[src/rtl/multi_timer.sv]
// Prescaled timer/counter with up, down and up-down counting, one-shot stop and
// NUM_CMP compare channels. Period and compare settings are shadowed and change only at period boundaries.
module multi_timer #(
  parameter int WIDTH   = 32,
  parameter int NUM_CMP = 4,
  parameter int PRESC_W = 8
) (
  input  logic                     clk,
  input  logic                     reset_n,
  input  logic                     enable,
  input  logic [1:0]               mode,
  input  logic                     one_shot,
  input  logic [PRESC_W-1:0]       prescale,
  input  logic [WIDTH-1:0]         top_value,
  input  logic [NUM_CMP*WIDTH-1:0] cmp_value,
  output logic [WIDTH-1:0]         counter,
  output logic [NUM_CMP-1:0]       match,
  output logic [NUM_CMP-1:0]       pwm,
  output logic                     ovf,
  output logic                     running
);

  localparam logic [1:0] MODE_DOWN = 2'b01;
  localparam logic [1:0] MODE_UPDN = 2'b10;
  localparam logic [WIDTH-1:0] ONE = WIDTH'(1);

  logic [1:0]               mode_sh;
  logic [PRESC_W-1:0]       prescale_sh;
  logic [WIDTH-1:0]         top_sh;
  logic [NUM_CMP*WIDTH-1:0] cmp_sh;
  logic [PRESC_W-1:0]       presc_cnt;
  logic                     dir_down;
  logic                     en_q;

  logic                     start;
  logic                     tick;
  logic                     wrap;
  logic                     update;
  logic                     dir_nxt;
  logic [WIDTH-1:0]         cnt_nxt;
  logic [WIDTH-1:0]         start_val;
  logic [WIDTH-1:0]         ref_val;
  logic [NUM_CMP-1:0]       match_nxt;
  logic [NUM_CMP-1:0]       pwm_nxt;

  always_comb begin
    start     = enable & ~en_q & ~running;
    tick      = (presc_cnt == prescale_sh);
    start_val = (mode == MODE_DOWN) ? top_value : '0;
    cnt_nxt   = counter;
    dir_nxt   = dir_down;
    wrap      = 1'b0;
    case (mode_sh)
      MODE_DOWN: begin
        // reload uses the top being shadowed on this very edge
        if (counter == '0) begin
          cnt_nxt = top_value;
          wrap    = 1'b1;
        end else begin
          cnt_nxt = counter - ONE;
        end
      end
      MODE_UPDN: begin
        if (!dir_down) begin
          if (counter >= top_sh) begin
            if (top_sh == '0) begin
              cnt_nxt = '0;
              wrap    = 1'b1;
            end else begin
              cnt_nxt = counter - ONE;
              dir_nxt = 1'b1;
            end
          end else begin
            cnt_nxt = counter + ONE;
          end
        end else if (counter <= ONE) begin
          cnt_nxt = '0;
          wrap    = 1'b1;
          dir_nxt = 1'b0;
        end else begin
          cnt_nxt = counter - ONE;
        end
      end
      default: begin
        if (counter >= top_sh) begin
          cnt_nxt = '0;
          wrap    = 1'b1;
        end else begin
          cnt_nxt = counter + ONE;
        end
      end
    endcase
    update  = start | (enable & running & tick & wrap);
    ref_val = start ? start_val : cnt_nxt;
    match_nxt = '0;
    pwm_nxt   = '0;
    // on start/update edges compare against the value being shadowed now
    for (int i = 0; i < NUM_CMP; i++) begin
      match_nxt[i] = update ? (ref_val == cmp_value[i*WIDTH +: WIDTH])
                            : (ref_val == cmp_sh[i*WIDTH +: WIDTH]);
      pwm_nxt[i]   = update ? (ref_val <  cmp_value[i*WIDTH +: WIDTH])
                            : (ref_val <  cmp_sh[i*WIDTH +: WIDTH]);
    end
  end

  always_ff @(posedge clk or negedge reset_n) begin
    if (!reset_n) begin
      mode_sh     <= '0;
      prescale_sh <= '0;
      top_sh      <= '0;
      cmp_sh      <= '0;
      presc_cnt   <= '0;
      dir_down    <= 1'b0;
      en_q        <= 1'b0;
      counter     <= '0;
      match       <= '0;
      pwm         <= '0;
      ovf         <= 1'b0;
      running     <= 1'b0;
    end else begin
      en_q  <= enable;
      match <= '0;
      ovf   <= 1'b0;
      if (update) begin
        mode_sh     <= mode;
        prescale_sh <= prescale;
        top_sh      <= top_value;
        cmp_sh      <= cmp_value;
      end
      if (!enable) begin
        running   <= 1'b0;
        presc_cnt <= '0;
        pwm       <= '0;
      end else if (start) begin
        running   <= 1'b1;
        presc_cnt <= '0;
        counter   <= start_val;
        dir_down  <= 1'b0;
        match     <= match_nxt;
        pwm       <= pwm_nxt;
      end else if (running) begin
        if (tick) begin
          presc_cnt <= '0;
          counter   <= cnt_nxt;
          dir_down  <= dir_nxt;
          ovf       <= wrap;
          match     <= match_nxt;
          if (wrap && one_shot) begin
            running <= 1'b0;
            pwm     <= '0;
          end else begin
            pwm     <= pwm_nxt;
          end
        end else begin
          presc_cnt <= presc_cnt + 1'b1;
        end
      end
    end
  end

endmodule

[config.mk]
export PLATFORM = sky130hd
export DESIGN_NAME = multi_timer
export DESIGN_NICKNAME = d
export VERILOG_FILES = /design/src/rtl/multi_timer.sv
export SDC_FILE = /design/constraint.sdc
export NUM_CORES = 1
export LEC_CHECK = 0
export CORE_MARGIN = 1
export CORE_UTILIZATION = 30
export DETAILED_ROUTE_END_ITERATION = 12
export GPL_TIMING_DRIVEN = 0
export PLACE_DENSITY = 0.51
export SLEW_MARGIN = 20
export SYNTH_ARGS = -nofsm -noshare
export SYNTH_HDL_FRONTEND = slang
export SYNTH_SLANG_ARGS = --single-unit
[constraint.sdc]
create_clock -name clk -period 10.6 [get_ports clk]
set_clock_uncertainty 0.15 [all_clocks]
set_input_delay 2.12 -clock clk [delete_from_list [all_inputs] [get_ports clk]]
set_output_delay 2.12 -clock clk [all_outputs]
set_load 0.005 [all_outputs]
==> flow_summary_export.csv <==
group,metric,value,unit
critical_path,cpLargestDelayFamily,"simple AND/OR/NAND/NOR gates",
placement,io_buffers,215,
sta,fin_crit_sh,80.34,%
power,powerDensity,227.6,nW/um^2
critical_path,cp.arrival,8810,ps
synthesis,syn-num-nets,2738,
routing,wirelength,81390,um
synthesis,synthFlopType,"dfrtp_1",
clock_network,clock-sinks,222,
synthesis,synthTopCellsByArea,"dfrtp_1 29%, ha_1 19%, inv_1 5.9%, nand3_1 4.5%, a21o_1 3.7%",
grt,grt_pass1_vias,18921,
final_layout,syn_to_final_growth,24.15,%
critical_path,path_max_fanout,10,
grt,grt_pass1_wl,120800,um
sta,worst_slack,2084,ps
sta,maxSlewViolCount,0,
hold_path,hold_path.class,"reg -> reg",
routing,wire_per_inst,23.88,um
clock_network,insertion_delay,560,ps
routing,first_pass_iters,6,
clock_network,cts_max_level,2,
critical_path,crit_chain,"clkdlybuf4s50_1, inv_1, or3_1, clkbuf_1, nor3b_1, clkbuf_1, buf_1, a32o_1, ha_1, nand4_1, nor2_1, nand2_1, nor3_1, nand2_1, nor4_1, o21ai_0, a21oi_1",
routing,num_vias,18515,
job,cap_violations,0,
critical_path,cp-start-kind,"input pin",
final_layout,final_nets,3008,
power,vdd_ir_drop_max,0.1157,mV
synthesis,yosysTopAreaCell,"dfrtp_1",
synthesis,async_flop_share,100.0,%
synthesis,syn-instance-count,2270,
clock_network,cts.root.buffer_cell,"clkbuf_16",
sta,rsz0062_at_grt,"no",
grt,grt.total_usage,24.59,%
sta,fmax,117.4,MHz
floorplanning,dieArea,65180,um^2
placement,dp_slack,1653,ps
clock_network,cts_buffers,34,
sta,tightest_slew,1172,ps
sta,slew_headroom,21.43,%
final_layout,antenna_cells,0,
sta,finalHoldViolCount,0,
sta,fin_setup_tns,0,ps
floorplanning,start_util,30.46,%
critical_path,cpPeakStageDelay,960,ps
critical_path,reg2reg_depth,21,
placement,place.gp.congestion,0.9498,
synthesis,avgSynthCellArea,8.479,um^2
clock_network,post-cts-setup-buffer-count,0,
placement,placed_cells,3350,
synthesis,syn-cell-area,19250,um^2
grt,grt_max_degree,94,
power,leakage,0.01160,uW
clock_network,clockBufferDepth,3,
floorplanning,dieWidth,255.3,um
clock_network,cts_tree,"built",
floorplanning,core_region_area,63200,um^2
floorplanning,io_pins,216,
critical_path,worstSetupPathType,"in -> reg",
synthesis,ys_warn_count,0,
clock_network,post_cts_resized,0,
final_layout,drive_above_1_share,7.767,%
routing,ant_nets,0,
synthesis,synth_top_area_share,28.86,%
hold_path,min_path_cells,2,
critical_path,worst-path-stages,17,
final_layout,final_util,37.81,%
synthesis,ys_ff_latch,222,
final_layout,instances_no_fill,3408,
clock_network,hold_buffers,0,
grt,antenna_found_initial,1,
floorplanning,rows,92,
sta,setup_violations,0,
placement,hpwl,63890,um
routing,viasPerCell,5.433,
synthesis,synthDistinctLibCells,75,
critical_path,path_buf_inv,5,
outcome,status,"finished clean",
critical_path,required,10890,ps
critical_path,endpoint_kind,"register",
critical_path,cp_slowest_cell,"nor3b_1",
final_layout,fillers,6493,
floorplanning,die_h,255.3,um
synthesis,yosysSeqAreaShare,28.86,%
sta,finalCriticalPeriod,8516,ps
synthesis,synth_edf_count,0,
grt,gr-total-overflow,0,
clock_network,clkTransAtPathRegs,50,ps
routing,drcViolationCount,0,
routing,drtIter0Drc,1420,
==> sequential cells by signal, indices dropped and copies added, names as in the netlist <==
register,flops
mode_sh,2
prescale_sh,8
running,1
counter,32
match,4
ovf,1
pwm,4
en_q,1
cmp_sh,128
top_sh,32
presc_cnt,8
dir_down,1
==> power breakdown <==
group | switching (uW) | leakage, uW | internal [uW]
registers | 177 | 0.00275 | 1010
clock network | 452 | 0.000574 | 735
logic | 1850 | 0.00828 | 1220
==> synth_stat cells (16+ instances only) <==
master / count
nor2_1: 95
xnor2_1: 42
dfrtp_1: 222
inv_1: 302
nand3_1: 173
o21ai_1: 102
buf_6: 17
ha_1: 294
nand2_1: 123
a21oi_1: 125
nand4_1: 75
a21o_1: 95
o31ai_1: 16
buf_1: 24
and3_1: 17
nor3_1: 30
clkbuf_1: 56
o211ai_1: 17
nor2b_1: 18
xor2_1: 27
o21ai_0: 110
nor4_1: 27
mux2_4: 45
==> per-layer routing <==
layer | global-route usage [%] | wire length, um | vias up
met3 | 2.917 | 4128 | 155
met1 | 31.73 | 35530 | 9061
met2 | 42.11 | 39010 | 613
met4 | 8.601 | 2721 | 0
met5 | 0 | 0 | -
li1 | - | - | 8686
==> through the flow <==
step                      total power (uW)  instance area [um^2]  hold WS [ps]
after CTS                             5437                 23890         355.1
after global placement                4065                 22460         336.5
final                                 5439                 23900         350.0
after floorplan                       3034                 19250         318.8
after global routing                  5845                 23900         374.3
after detailed placement              4213                 22730         342.7
==> final cells by class <==
cell class	instances	area [um^2]	area share, %
clock buffer	47	999.7	4.183
tap	846	1059	4.430
clock inverter	11	166.4	0.6964
inverter	303	1139	4.765
buffer	112	571.8	2.393
multi-input combinational	1633	12050	50.44
timing repair buffer	234	2354	9.849
sequential	222	5555	23.25
==> worst paths after layout <==
| kind | from | to | slack (ps) |
|---|---|---|---|
| max in group asynchronous | reset_n | cmp_sh[107] | 8060 |
| min in group asynchronous | reset_n | top_sh[28] | 1340 |
| min reg2reg | cmp_sh[13] | cmp_sh[13] | 350 |
| min | cmp_sh[13] | cmp_sh[13] | 350 |
| max reg2reg | counter[0] | pwm[3] | 3000 |
| max | enable | match[0] | 2080 |
==> worst reg2reg max path, cell delays in order (launching register included) <==
cell and delay [ps]:
dfrtp_1 420, clkbuf_1 370, inv_1 140, ha_1 310
nand2b_1 150, a2111oi_0 420, a2111oi_0 190, o41a_1 550
clkbuf_1 310, nor2_1 890, nand2_1 230, o221a_2 370
o21ai_1 760, ha_1 400, a21o_1 160, a21o_1 170
a21oi_1 130, o21ai_0 80, a22o_1 250, a2111oi_0 780
a32oi_1 210, o21ai_0 110
==> cell families after synthesis <==
family | Yosys count | synth area share [%]
simple gates | 619 | 16.26
compound gates | 597 | 19.72
buf+inv | 415 | 8.886
fa+ha+maj | 294 | 19.11
flops | 222 | 28.86
xor+xnor | 69 | 3.140
mux | 54 | 4.030
==> placed cells by master, fill, tap and decap left out, types with 6 or more instances in the layout <==
| master | count |
|---|---|
| a211oi_1 | 12 |
| a21o_1 | 95 |
| a21oi_1 | 125 |
| a221oi_1 | 15 |
| a22oi_1 | 7 |
| a31oi_1 | 12 |
| and3_1 | 17 |
| buf_1 | 24 |
| buf_2 | 15 |
| buf_4 | 12 |
| buf_6 | 22 |
| clkbuf_1 | 59 |
| clkbuf_16 | 34 |
| clkbuf_8 | 10 |
| clkdlybuf4s50_1 | 214 |
| dfrtp_1 | 222 |
| ha_1 | 294 |
| inv_1 | 302 |
| mux2_2 | 8 |
| mux2_4 | 45 |
| nand2_1 | 123 |
| nand2b_1 | 15 |
| nand3_1 | 173 |
| nand4_1 | 75 |
| nor2_1 | 94 |
| nor2b_1 | 18 |
| nor3_1 | 28 |
| nor4_1 | 25 |
| o211ai_1 | 17 |
| o21a_1 | 11 |
| o21ai_0 | 101 |
| o21ai_1 | 108 |
| o31ai_1 | 15 |
| or2_2 | 6 |
| or3_1 | 8 |
| or4_1 | 12 |
| xnor2_1 | 42 |
| xor2_1 | 27 |
No activity file was read; power rests on OpenSTA's default activity.
